===== src/rtl/arb_req_queue.sv =====
// Per-requester FIFOs feeding a 4-way round-robin arbiter.
// Pops the granted FIFO and presents the word on one valid/ready output.
module arb_req_queue #(
    parameter int DATA_W = 8,
    parameter int DEPTH  = 4
) (
    input  logic                  clk,
    input  logic                  rst,
    input  logic [3:0]            in_valid,
    input  logic [4*DATA_W-1:0]   in_data,
    output logic [3:0]            in_ready,
    output logic [3:0]            req,
    input  logic [3:0]            grant,
    output logic                  out_valid,
    output logic [DATA_W-1:0]     out_data,
    output logic [1:0]            out_id,
    input  logic                  out_ready,
    output logic                  grant_err
);

    localparam int AW = $clog2(DEPTH);

    localparam logic [1:0] IDLE = 2'd0;
    localparam logic [1:0] BUSY = 2'd1;
    localparam logic [1:0] COOL = 2'd2;

    logic [AW:0]         wr_ptr_q [4];
    logic [AW:0]         wr_ptr_d [4];
    logic [AW:0]         rd_ptr_q [4];
    logic [AW:0]         rd_ptr_d [4];
    logic [DATA_W-1:0]   mem_q    [4][DEPTH];
    logic [1:0]          state_q, state_d;
    logic [DATA_W-1:0]   out_data_q, out_data_d;
    logic [1:0]          out_id_q, out_id_d;
    logic                grant_err_q, grant_err_d;
    logic [3:0]          empty, full, push, pop;
    logic [1:0]          gnt_idx;
    logic                gnt_onehot;
    logic [DATA_W-1:0]   head;

    always_comb begin
        for (int i = 0; i < 4; i++) begin
            empty[i] = (wr_ptr_q[i] == rd_ptr_q[i]);
            full[i]  = (wr_ptr_q[i][AW] != rd_ptr_q[i][AW]) &&
                       (wr_ptr_q[i][AW-1:0] == rd_ptr_q[i][AW-1:0]);
        end
    end

    assign in_ready  = ~full;
    assign push      = in_valid & ~full;
    assign req       = (state_q == IDLE) ? ~empty : 4'b0000;
    assign out_valid = (state_q == BUSY);
    assign out_data  = out_data_q;
    assign out_id    = out_id_q;
    assign grant_err = grant_err_q;

    // Only meaningful when grant is one-hot.
    always_comb begin
        gnt_idx = 2'd0;
        for (int i = 0; i < 4; i++) begin
            if (grant[i]) gnt_idx = 2'(i);
        end
    end

    assign gnt_onehot = $onehot(grant);
    assign head       = mem_q[gnt_idx][rd_ptr_q[gnt_idx][AW-1:0]];

    always_comb begin
        state_d     = state_q;
        out_data_d  = out_data_q;
        out_id_d    = out_id_q;
        grant_err_d = grant_err_q;
        pop         = 4'b0000;
        case (state_q)
            IDLE: begin
                if (gnt_onehot && !empty[gnt_idx]) begin
                    pop[gnt_idx] = 1'b1;
                    out_data_d   = head;
                    out_id_d     = gnt_idx;
                    state_d      = BUSY;
                end else if (grant != 4'b0000) begin
                    grant_err_d = 1'b1;
                end
            end
            BUSY: begin
                if (out_ready) state_d = COOL;
            end
            COOL: begin
                state_d = IDLE;
            end
            default: begin
                state_d = IDLE;
            end
        endcase
    end

    always_comb begin
        for (int i = 0; i < 4; i++) begin
            wr_ptr_d[i] = wr_ptr_q[i] + {{AW{1'b0}}, push[i]};
            rd_ptr_d[i] = rd_ptr_q[i] + {{AW{1'b0}}, pop[i]};
        end
    end

    always_ff @(posedge clk or posedge rst) begin
        if (rst) begin
            for (int i = 0; i < 4; i++) begin
                wr_ptr_q[i] <= '0;
                rd_ptr_q[i] <= '0;
            end
            state_q     <= IDLE;
            out_data_q  <= '0;
            out_id_q    <= 2'd0;
            grant_err_q <= 1'b0;
        end else begin
            for (int i = 0; i < 4; i++) begin
                wr_ptr_q[i] <= wr_ptr_d[i];
                rd_ptr_q[i] <= rd_ptr_d[i];
            end
            state_q     <= state_d;
            out_data_q  <= out_data_d;
            out_id_q    <= out_id_d;
            grant_err_q <= grant_err_d;
        end
    end

    // Storage needs no reset; the pointers define what is valid.
    always_ff @(posedge clk) begin
        for (int i = 0; i < 4; i++) begin
            if (push[i]) begin
                mem_q[i][wr_ptr_q[i][AW-1:0]] <= in_data[i*DATA_W +: DATA_W];
            end
        end
    end

endmodule


===== config.mk =====
export PLATFORM = sky130hd
export DESIGN_NAME = arb_req_queue
export DESIGN_NICKNAME = d
export VERILOG_FILES = /design/src/rtl/arb_req_queue.sv
export SDC_FILE = /design/constraint.sdc
export NUM_CORES = 1
export LEC_CHECK = 0
export CAP_MARGIN = 25
export CORE_MARGIN = 2
export CORE_UTILIZATION = 25
export CTS_BUF_LIST = sky130_fd_sc_hd__clkbuf_4
export DETAILED_ROUTE_END_ITERATION = 6
export HOLD_SLACK_MARGIN = 0.03
export PLACE_DENSITY = 0.42
export SKIP_CTS_REPAIR_TIMING = 1
export SLEW_MARGIN = 20
export SYNTH_ARGS = -nofsm -noshare
export SYNTH_HDL_FRONTEND = slang
export SYNTH_SLANG_ARGS = --single-unit

===== constraint.sdc =====
create_clock -name clk -period 2.8 [get_ports clk]
set_input_delay 0.56 -clock clk [delete_from_list [all_inputs] [get_ports clk]]
set_output_delay 0.56 -clock clk [all_outputs]
set_load 0.01 [all_outputs]

### After elaboration in Yosys (flattened, before gate mapping)

Memory sizes are Yosys's and may differ from the RTL's.
Cells that the tools add are included.

* RAM bits: 128
* memories kept: 1
* word-level logic and storage cells: 113
* bits of input ports: 43
* output and inout port bits: 20
* register bits: 37

* $add $sub $neg: 11
* bitwise logic cells: 10
* magnitude comparators: 12
* muxes and demuxes: 35
* reductions and logical operators: 16
* equality and inequality tests: 16

Memory list
* mem_q: words 4, width 32, rd ports 1, clocked after memory_dff 0, write ports 4, RTL line 31 `logic [DATA_W-1:0] mem_q [4][DEPTH];`

Operator list (number)
* two-way mux 32 bit: 4
* demux 8 bit (select 2 bit): 4
* two-way mux 8 bit: 6
* adder 3 x 1 -> 3 bit: 8
* greater-or-equal comparator 3 bit, second input constant: 6
* inverter 2 -> 3 bit: 6
* binary-select mux 8 bit (select 2 bit): 1
* == test 3 bit: 4
* < comparator 3 x 1 -> 1 bit, second input constant: 4
* two-way mux 2 bit: 6
* two-way mux 4 bit: 3
* logical AND 1 bit: 10
* == test 2 bit: 4
* inverter 4 bit: 2
* two-way mux 1 bit: 7
* binary-select mux 3 bit (select 2 bit): 1
* adder 1 x 1 -> 2 bit: 2
* AND 4 bit: 1
* inequality test 1 bit: 4
* inequality test 2 x 1 -> 1 bit, second input constant: 2
* one-hot mux 2 bit (2 select lines): 1
* AND reduction 2 bit: 2
* nonzero test 4 bit: 1
* adder 2 x 2 -> 3 bit: 1
* other kinds (10): 10

### Logic depth before layout (Yosys ltp)

Gate-level depths: netlist of the first run.

* depth in word-level cells: 11
* mapped depth: 17
* mapped depth without buffers: 13

### Worst setup path after synthesis of the first run

Ideal clock, no wire load.

* kind: input-to-reg
* start point: in grant[1]
* end point: reg rd_ptr_q[8] (netlist bit)
* library setup time: 0.079 ns
* cell stages on the path: 17
* buffers on the path: 4
* slack: -1.168 ns
* arrival: 3.889 ns
* required time: 2.721 ns
* cell sequence: buf_2 buf_1 buf_1 inv_1 fa_1 inv_1 ha_1 ha_1 nor2_1 nand2_1 a311o_1 or3_1 clkbuf_1 nor4_1 ha_1 ha_1 xor2_1

RTL lines
* from (decl): RTL line 13 `input logic [3:0] grant,`
* to (signal, indexed assignment): RTL line 117 `rd_ptr_q[i] <= rd_ptr_d[i];`
* to (decl): RTL line 29 `logic [AW:0] rd_ptr_q [4];`

==> results.py, run 1 <==
metrics = {
    "status": {
        "result_of_the_run": "finished clean",
    },
    "synth": {
        "synthesized_area_per_cell_um2": 14.3,
        "synthesis.yosys.warnings": 0,
        "most_used_standard_cells_in_the_synthesized_netlist": "edfxtp_1, nand2_1, dfrtp_1, clkbuf_1, ha_1",
        "most_used_flip_flop_cell_after_synthesis": "edfxtp_1",
        "yosysTopAreaCell": "edfxtp_1",
        "synth_top_cell_area_share_pct": 54.2,
        "yosys.cell_types.count": 46,
        "mappedNetlistArea_mm2": 0.00709,
        "ys_seq_elements": 165,
        "postSynthNetCount": 559,
        "synth.top_cells.by_area": "edfxtp_1, dfrtp_1, ha_1",
        "synth_sequential_area_ratio_pct": 67.3,
        "synth_enable_flop_cells": 128,
        "synthMostInstantiatedCell": "edfxtp_1",
        "syn_inst": 496,
        "synthArstFlopShare_pct": 22.4,
    },
    "layout": {
        "fin_util_pct": 31.9,
        "layout.nets": 658,
        "areaGrowthSynthToFinish_pct": 25.4,
        "final_area_mm2": 0.00889,
        "drive_above_1_share_pct": 21.7,
    },
    "power": {
        "power.share.clock_pct": 19.1,
        "internal_power_mw": 5.00,
        "vdd_ir_drop_max_mv": 0.253,
        "pwr_per_cell_area_mw_per_mm2": 865,
        "power.share.switching_pct": 35.0,
        "p_leak_nw": 3.24,
        "seq_power_share_pct": 48.4,
        "power.switching_mw": 2.69,
        "pwr-share-comb_pct": 32.5,
    },
    "global_route": {
        "grt_overflow_total": 0,
        "first_global_vias": 4441,
        "maximum_number_of_pins_on_one_net_before_global_route_repair": 69,
        "wire_length_of_the_first_global_routing_pass_um": 26400,
        "antenna_found_initial": 1,
        "grt_util_all_layers_pct": 12.1,
    },
    "route": {
        "dr_total_vias": 4305,
        "detail_route.vias_per_cell": 4.36,
        "drc": 0,
        "ant_nets": 0,
        "wire_per_inst_um": 17.4,
        "drt_wl_total_um": 17100,
        "detail_route.first_pass.iterations": 4,
        "initialDrtViolationCount": 218,
    },
    "clock_network": {
        "cts_tree": "done",
        "insertion_delay_ns": 0.56,
        "tritoncts_num_sinks": 165,
        "cts_max_level": 4,
        "clockRootBuffer": "clkbuf_4",
        "numCtsBuffers": 17,
        "cts_max_path_buffers": 2,
        "cts.clk_slew.worst_paths_ns": 0.15,
    },
    "die": {
        "fp-row-count": 61,
        "design.portCount": 63,
        "coreArea_mm2": 0.0279,
        "dieArea_mm2": 0.0297,
        "fp.dieH_um": 172,
        "fp.dieW_um": 172,
        "floorplan.initialDensity_pct": 25.5,
    },
    "placed_design": {
        "finalWeightedCongestion": 0.748,
        "portBuffers": 62,
        "dp_hpwl_um": 12900,
        "post_dp_cell_area_mm2": 0.00845,
    },
    "critical_path": {
        "crit_end": "rd_ptr_q[5]",
        "timing.critical_path.cells": "clkbuf_2 -> inv_4 -> fa_1 -> inv_1 -> ha_2 -> ha_4 -> nor2_1 -> nand2_1 -> a311o_1 -> or3_4 -> buf_6 -> nor2_2 -> ha_2 -> ha_4 -> xor2_1",
        "critical_path.endpoint_type": "flip-flop",
        "worst_setup_path_start_kind": "input pin",
        "timing_worst_setup_path_type": "input pin to flip-flop",
        "worst_r2r_endpoint": "rd_ptr_q[11]",
        "worst-endpoint-arrival_ns": 3.22,
        "critPathSlowestCell": "fa_1",
        "regToRegStartpoint": "wr_ptr_q[4]",
        "ff2ff_setup_slack_ns": 0.48,
        "worst-path-max-fanout": 4,
        "cp_slowest_stage_delay_ns": 0.53,
        "number_of_cell_instances_on_the_worst_register_to_register_path": 9,
        "critPathLaunch": "grant[1]",
        "required_ns": 3.27,
    },
    "sta": {
        "setup_viol": 0,
        "achievable-frequency_mhz": 365,
        "timing_worst_slew_pin_value_ns": 0.677,
        "finClkSkew_ns": 0.0245,
        "layout_worst_path_cycle_share_pct": 97.9,
        "fin_crit_ns": 2.74,
        "grt_setup_unrepaired": "no",
        "worst_relative_slew_slack_pct": 54.9,
        "slew_viols_final": 0,
        "hold_viol": 0,
    },
    "run": {
        "drv_cap": 0,
    },
    "hold_path": {
        "hold_path_class": "input pin to asynchronous set/reset pin",
    },
}
[critical path: cells and delay by family]
family	cells	cell delay (ns)
simple gates	4	0.62
compound gates	1	0.34
xor+xnor	1	0.13
buf+inv	4	0.35
fa+ha+maj	5	1.23
[power groups by stage]
stage,registers [mW],clock network (mW),logic [mW]
floorplan,3.66,0,1.40
global placement,3.74,0,2.44
detailed placement,3.76,0,2.47
CTS,3.70,1.53,2.48
global route,3.80,1.63,2.76
finish,3.72,1.47,2.50
[placed cells by master (no fill, tap or decap), types with 9 or more instances in the layout]
master and instances:
a21oi_1 17, nor3b_1 9, a211o_1 14, a31oi_1 14
o211ai_1 16, clkbuf_4 17, dfrtp_1 32, edfxtp_1 128
mux2_2 16, nor2_1 11, ha_1 11, buf_4 45
nand3b_1 14, nand2_1 38, a22oi_1 18, o31ai_1 9
clkdlybuf4s50_1 58, and2_1 15, inv_1 11, xor2_1 15
[cell type report]
| cell class | instances | area (um^2) |
|---|---|---|
| timing repair buffer | 111 | 1010 |
| tap | 378 | 473 |
| inverter | 13 | 51.3 |
| sequential | 165 | 4780 |
| multi-input combinational | 287 | 2270 |
| fill | 2772 | 19000 |
| antenna | 1 | 2.50 |
| clock inverter | 15 | 183 |
| clock buffer | 17 | 128 |
[cells by family after synthesis]
kind of cell / after synthesis / share of synthesized area, %
buffers and inverters: 44 / 2.58
AO/OA/AOI/OAI: 109 / 12.1
XOR/XNOR: 20 / 2.47
flip-flops: 165 / 67.3
AND/OR/NAND/NOR: 119 / 9.02
adder cells (fa/ha/maj): 20 / 3.63
multiplexers: 19 / 2.98
[metal layers]
| layer | track usage, % | wire length [um] | vias up |
|---|---|---|---|
| met1 | 16.8 | 8440 | 2144 |
| met4 | 3.58 | 136 | 0 |
| met3 | 2.54 | 573 | 5 |
| met5 | 0 | 0 | - |
| met2 | 18.9 | 7990 | 64 |
| li1 | - | - | 2092 |
[per-stage QoR]
stage                     std cells  worst slack (ns)  power (mW)  hold slack (ns)  TNS [ns]
after floorplan                 496            -0.682        5.06            0.458     -9.34
after global placement          951            -0.867        6.18            0.450    -18.00
after detailed placement        951            -0.900        6.23            0.466    -18.37
after CTS                       983            -0.291        7.71            0.366     -3.68
after global routing            987         0.0000724        8.19            0.394         0
final                           987            0.0583        7.69            0.407         0
[how the worst min path moves through the flow]
stage,start,end,depth (start not counted)
3_3_place_gp,grant_err,grant_err,1
5_1_grt,rst,wr_ptr_q[7],3
6_report,rst,wr_ptr_q[7],3
4_1_cts,rst,state_q[0],3
3_5_place_dp,grant_err,grant_err,1
2_1_floorplan,rd_ptr_q[11],rd_ptr_q[11],1
[flip-flops by register name, indices dropped and copies added, names as in the netlist]
name / flops
out_id: 2
grant_err: 1
wr_ptr_q: 12
out_data: 8
state_q: 2
mem_q: 128
rd_ptr_q: 12
(Power assumes the default switching activity.)
==> run 2: changes to the inputs <==
--- a/config.mk
+++ b/config.mk
@@ -6,14 +6,15 @@
 export NUM_CORES = 1
 export LEC_CHECK = 0
 export CAP_MARGIN = 25
+export CORE_ASPECT_RATIO = 1.4
 export CORE_MARGIN = 2
-export CORE_UTILIZATION = 25
+export CORE_UTILIZATION = 56
 export CTS_BUF_LIST = sky130_fd_sc_hd__clkbuf_4
 export DETAILED_ROUTE_END_ITERATION = 6
 export HOLD_SLACK_MARGIN = 0.03
-export PLACE_DENSITY = 0.42
+export PLACE_DENSITY = 0.79
 export SKIP_CTS_REPAIR_TIMING = 1
-export SLEW_MARGIN = 20
+export SLEW_MARGIN = 25
 export SYNTH_ARGS = -nofsm -noshare
 export SYNTH_HDL_FRONTEND = slang
 export SYNTH_SLANG_ARGS = --single-unit
==> run 2 against run 1 <==
First-iteration DRC count is 72% higher. Register-to-register slack hardly changed. Via count is 2.3% higher. Combinational power is 4% lower. Non-clock buffer count is 14 lower. Largest power group unchanged.
==> results.py, run 2 (synthesized netlist as in run 1, its figures left out) <==
metrics = {
    "status": {
        "result_of_the_run": "finished clean",
    },
    "placed_design": {
        "portBuffers": 62,
        "finalWeightedCongestion": 0.820,
        "post_place_setup_slack_ns": -0.963,
        "post_dp_cell_area_mm2": 0.00808,
        "placedCellCount": 711,
        "dp_hpwl_um": 10600,
    },
    "critical_path": {
        "cp.depth": 15,
        "worst_path_dominant_cell_family": "adder cells",
        "critPathLaunch": "grant[1]",
        "timing.critical_path.cells": "buf_4 -> inv_4 -> fa_1 -> inv_1 -> ha_2 -> ha_4 -> nor2_2 -> nand2_1 -> a311o_1 -> or3_4 -> buf_6 -> nor2_4 -> ha_2 -> ha_4 -> xor2_1",
        "critPathSlowestCell": "fa_1",
        "critical_path.endpoint_type": "flip-flop",
        "worst-path-max-fanout": 6,
        "worst_r2r_endpoint": "rd_ptr_q[11]",
        "critPathBufInv": 4,
        "number_of_cell_instances_on_the_worst_register_to_register_path": 9,
        "ff2ff_setup_slack_ns": 0.47,
        "required_ns": 3.27,
        "timing_worst_setup_path_type": "input pin to flip-flop",
        "worst-endpoint-arrival_ns": 3.26,
        "regToRegStartpoint": "rd_ptr_q[4]",
        "worst_setup_path_start_kind": "input pin",
        "cp_slowest_stage_delay_ns": 0.55,
        "crit_end": "rd_ptr_q[11]",
    },
    "global_route": {
        "first_global_vias": 4353,
        "maximum_number_of_pins_on_one_net_before_global_route_repair": 74,
        "antenna_found_initial": 1,
        "wire_length_of_the_first_global_routing_pass_um": 22400,
        "grt_overflow_total": 0,
        "grt_util_all_layers_pct": 22.0,
    },
    "clock_network": {
        "cts_max_path_buffers": 2,
        "tritoncts_num_sinks": 165,
        "numCtsBuffers": 17,
        "cts.clk_slew.worst_paths_ns": 0.15,
        "insertion_delay_ns": 0.55,
        "cts_tree": "done",
        "clockRootBuffer": "clkbuf_4",
        "cts_max_level": 4,
    },
    "route": {
        "initialDrtViolationCount": 375,
        "ant_nets": 0,
        "detail_route.vias_per_cell": 5.92,
        "drc": 0,
        "drt_wl_total_um": 14700,
        "detail_route.first_pass.iterations": 5,
        "wire_per_inst_um": 19.8,
        "dr_total_vias": 4406,
    },
    "sta": {
        "setup_slack_ns": 0.00944,
        "slew_viols_final": 0,
        "fin_crit_ns": 2.79,
        "totalNegativeSetupSlack_ns": 0,
        "achievable-frequency_mhz": 358,
        "layout_worst_path_cycle_share_pct": 99.7,
        "setup_viol": 0,
        "finClkSkew_ns": 0.0204,
        "hold_viol": 0,
        "worst_relative_slew_slack_pct": 52.1,
        "timing_worst_slew_pin_value_ns": 0.718,
    },
    "layout": {
        "most-common-layout-cells": "edfxtp_1, clkdlybuf4s50_1, nand2_1",
        "fin_util_pct": 68.4,
        "fillers": 842,
        "seq_area_mm2": 0.00477,
        "layout.nets": 644,
        "largest_register_ff_count": 128,
        "drive_above_1_share_pct": 18.5,
        "final_cell_count_no_fill": 744,
        "areaGrowthSynthToFinish_pct": 19.3,
        "final_area_mm2": 0.00846,
        "multi_input_comb_area_mm2": 0.00227,
        "most_common_cell_after_layout_fill_and_taps_aside": "edfxtp_1",
    },
    "power": {
        "power.share.clock_pct": 18.4,
        "pwr_per_cell_area_mw_per_mm2": 886,
        "power.share.switching_pct": 33.4,
        "vdd_ir_drop_max_mv": 0.448,
        "internal_power_mw": 4.99,
        "pwr-share-comb_pct": 32.2,
        "seq_power_share_pct": 49.5,
        "p_leak_nw": 3.15,
        "power.switching_mw": 2.51,
    },
    "die": {
        "design.portCount": 63,
        "fp.dieW_um": 99.1,
        "coreArea_mm2": 0.0124,
        "dieArea_mm2": 0.0136,
        "floorplan.initialDensity_pct": 57.3,
        "fp.dieH_um": 137,
        "fp-row-count": 48,
    },
    "hold_path": {
        "hold_path_class": "input pin to asynchronous set/reset pin",
    },
    "run": {
        "drv_cap": 0,
    },
}
[run 2: power by group through the flow]
| stage | combinational [mW] | sequential (mW) | clock [mW] |
|---|---|---|---|
| after floorplan | 1.40 | 3.66 | 0 |
| after global placement | 2.26 | 3.70 | 0 |
| after detailed placement | 2.37 | 3.74 | 0 |
| after CTS | 2.38 | 3.69 | 1.39 |
| after global routing | 2.64 | 3.77 | 1.48 |
| final | 2.41 | 3.71 | 1.38 |
[run 2: final cells by class]
cell class,instances,area share [%]
multi-input cells,287,26.8
diodes,1,0.0296
repair buffers,97,10.6
inverters,13,0.607
clock buffers,17,1.51
well taps,150,2.22
flip-flops and latches,165,56.4
clock inverters,14,1.78
[run 2: how the worst min path moves through the flow]
stage / start / end / slack, ns / cells past startpoint
2_1_floorplan: rd_ptr_q[11] / rd_ptr_q[11] / 0.46 / 1
3_3_place_gp: grant_err / grant_err / 0.45 / 1
3_5_place_dp: grant_err / grant_err / 0.46 / 1
4_1_cts: rst / grant_err / 0.39 / 3
5_1_grt: rst / grant_err / 0.44 / 3
6_report: rst / out_id[1] / 0.40 / 3
[run 2: worst register-to-register path, delay by kind of cell, from the launching register on]
kind / cells / cell delay, ns
xor gates and xnor gates: 2 / 0.39
DFF: 1 / 0.50
AOI/OAI and AO/OA: 1 / 0.31
and+or+nand+nor: 3 / 0.58
buffers and inverters: 1 / 0.16
adders and majority gates: 2 / 0.31
[run 2: metal layers]
metal / global-route usage (%) / wire length (um) / vias up
li1: - / - / 2076
met1: 27.4 / 6160 / 2189
met2: 38.4 / 7770 / 122
met3: 4.19 / 626 / 19
met4: 7.84 / 175 / 0
met5: 0 / 0 / -
[run 2: stage by stage]
stage	hold WS (ns)	power (mW)
after global placement	0.451	5.97
after CTS	0.389	7.46
after global routing	0.445	7.89
final	0.397	7.50
after detailed placement	0.456	6.11
after floorplan	0.458	5.06
==> run 3: changes to the inputs <==
--- a/config.mk
+++ b/config.mk
@@ -8,11 +8,11 @@
 export CAP_MARGIN = 25
 export CORE_ASPECT_RATIO = 1.4
 export CORE_MARGIN = 2
-export CORE_UTILIZATION = 56
+export CORE_UTILIZATION = 60
 export CTS_BUF_LIST = sky130_fd_sc_hd__clkbuf_4
 export DETAILED_ROUTE_END_ITERATION = 6
-export HOLD_SLACK_MARGIN = 0.03
-export PLACE_DENSITY = 0.79
+export PLACE_DENSITY = 0.84
+export REMOVE_ABC_BUFFERS = 1
 export SKIP_CTS_REPAIR_TIMING = 1
 export SLEW_MARGIN = 25
 export SYNTH_ARGS = -nofsm -noshare
==> run 3 against run 2 <==
Setup slack worse by 0.059 ns. Via count up 2.0%. Fmax shrank 2.1%. The run now ends with negative setup slack left. Clock power about the same. Highest routed layer unchanged.
==> results.py, run 3 (synthesized netlist as in run 1, its figures left out) <==
metrics = {
    "sta": {
        "timing_worst_slew_pin_value_ns": 0.553,
        "final.hold.worst_slack_ns": 0.418,
        "finClkSkew_ns": 0.0211,
        "fin_crit_ns": 2.85,
        "setup_viol": 1,
        "achievable-frequency_mhz": 351,
        "worst_relative_slew_slack_pct": 63.1,
        "setup_slack_ns": -0.0492,
        "layout_worst_path_cycle_share_pct": 102,
        "hold_viol": 0,
        "slew_viols_final": 0,
        "grt_setup_unrepaired": "yes",
    },
    "clock_network": {
        "cts_tree": "done",
        "cts.clk_slew.worst_paths_ns": 0.15,
        "cts_max_level": 4,
        "clockRootBuffer": "clkbuf_4",
        "numCtsBuffers": 17,
        "cts_max_path_buffers": 2,
        "tritoncts_num_sinks": 165,
        "insertion_delay_ns": 0.54,
    },
    "placed_design": {
        "portBuffers": 62,
        "finalWeightedCongestion": 0.885,
        "dp_hpwl_um": 11000,
        "placedCellCount": 712,
    },
    "status": {
        "failed_checks": "negative setup slack",
        "result_of_the_run": "finished, violations left",
    },
    "layout": {
        "drive_above_1_share_pct": 20.0,
        "fillers": 706,
        "layout.nets": 649,
        "largest_register_ff_count": 128,
        "most-common-layout-cells": "edfxtp_1, clkdlybuf4s50_1, nand2_1",
        "final_cell_count_no_fill": 746,
        "areaGrowthSynthToFinish_pct": 20.1,
        "most_common_cell_after_layout_fill_and_taps_aside": "edfxtp_1",
        "final_antenna_diode_count": 0,
    },
    "critical_path": {
        "worst_path_dominant_cell_family": "adder cells",
        "worst_setup_path_start_kind": "input pin",
        "worst-endpoint-arrival_ns": 3.31,
        "required_ns": 3.26,
        "worst-path-max-fanout": 4,
        "critical_path.endpoint_type": "flip-flop",
        "timing_worst_setup_path_type": "input pin to flip-flop",
        "cp_slowest_stage_delay_ns": 0.54,
        "timing.critical_path.cells": "buf_8 -> inv_4 -> fa_1 -> inv_2 -> ha_4 -> ha_4 -> nor2_2 -> nand2_1 -> a311o_1 -> or3_4 -> nor4_4 -> ha_2 -> ha_4 -> xor2_1",
        "critPathSlowestCell": "fa_1",
        "crit_path_frequent_cell": "ha_4",
        "critPathBufInv": 3,
    },
    "hold_path": {
        "hold_path_class": "input pin to asynchronous set/reset pin",
    },
    "route": {
        "dr_total_vias": 4496,
        "initialDrtViolationCount": 344,
        "detail_route.vias_per_cell": 6.03,
        "drt_wl_total_um": 14900,
        "drc": 0,
        "ant_nets": 0,
        "wire_per_inst_um": 20.0,
        "detail_route.first_pass.iterations": 5,
    },
    "global_route": {
        "wire_length_of_the_first_global_routing_pass_um": 23200,
        "grt_overflow_total": 0,
        "antenna_found_initial": 0,
        "maximum_number_of_pins_on_one_net_before_global_route_repair": 61,
        "first_global_vias": 4518,
        "grt_util_all_layers_pct": 24.6,
    },
    "die": {
        "fp-row-count": 47,
        "floorplan.initialDensity_pct": 60.6,
        "fp.dieH_um": 133,
        "design.portCount": 63,
        "dieArea_mm2": 0.0127,
        "fp.dieW_um": 95.9,
        "coreArea_mm2": 0.0117,
    },
    "power": {
        "pwr_per_cell_area_mw_per_mm2": 888,
        "p_leak_nw": 3.19,
        "vdd_ir_drop_max_mv": 0.555,
    },
    "run": {
        "drv_cap": 0,
    },
}
[run 3: worst reg2reg max path, stage by stage, from the launching register on]
cell and delay, ns:
dfrtp_1 0.46, xor2_1 0.27, nor4_1 0.13, a311o_1 0.30, or3_4 0.43, nor4_4 0.23, ha_2 0.23, ha_4 0.12
xor2_1 0.17
[run 3: final cells by class]
class / instances / area, um^2 / share of cell area [%]
inverters: 13 / 51.3 / 0.602
clock inverters: 13 / 146 / 1.72
flip-flops and latches: 165 / 4770 / 56.0
repair buffers: 102 / 950 / 11.1
well taps: 147 / 184 / 2.16
clock buffers: 19 / 143 / 1.67
multi-input cells: 287 / 2270 / 26.7
[run 3: metrics by stage]
step	setup slack, ns	util [%]	TNS, ns	total power, mW	instance area [um^2]
3_5_place_dp	-1.12	68.8	-22.40	6.12	8060
5_1_grt	-0.0877	72.8	-0.142	7.99	8520
3_3_place_gp	-0.999	68.8	-20.54	5.98	8060
4_1_cts	-0.537	71.3	-8.31	7.49	8340
6_report	-0.0492	72.8	-0.0492	7.57	8520
2_1_floorplan	-0.465	-	-6.73	4.97	6960
[run 3: power breakdown]
| part | switching [mW] | internal (mW) |
|---|---|---|
| logic | 1.31 | 1.15 |
| registers | 0.384 | 3.34 |
| clock network | 0.824 | 0.563 |
| total | 2.52 | 5.05 |
[run 3: path summary, 6_finish.rpt]
path	startpoint	end	slack (ns)	cells after the start
setup / recovery	grant[3]	rd_ptr_q[8]	-0.05	14
hold / removal	rst	out_data[1]	0.42	3
setup reg to reg	wr_ptr_q[4]	rd_ptr_q[8]	0.40	8
hold reg to reg	wr_ptr_q[11]	wr_ptr_q[11]	0.49	1
max in group asynchronous	rst	wr_ptr_q[1]	2.01	3
min in group clk	wr_ptr_q[11]	wr_ptr_q[11]	0.49	1
[run 3: per-layer routing]
| metal | up-vias | track usage (%) | wire [um] |
|---|---|---|---|
| li1 | 2083 | - | - |
| met1 | 2228 | 30.9 | 5890 |
| met2 | 157 | 40.6 | 7800 |
| met3 | 28 | 4.84 | 769 |
| met4 | 0 | 11.9 | 481 |
| met5 | - | 0 | 0 |
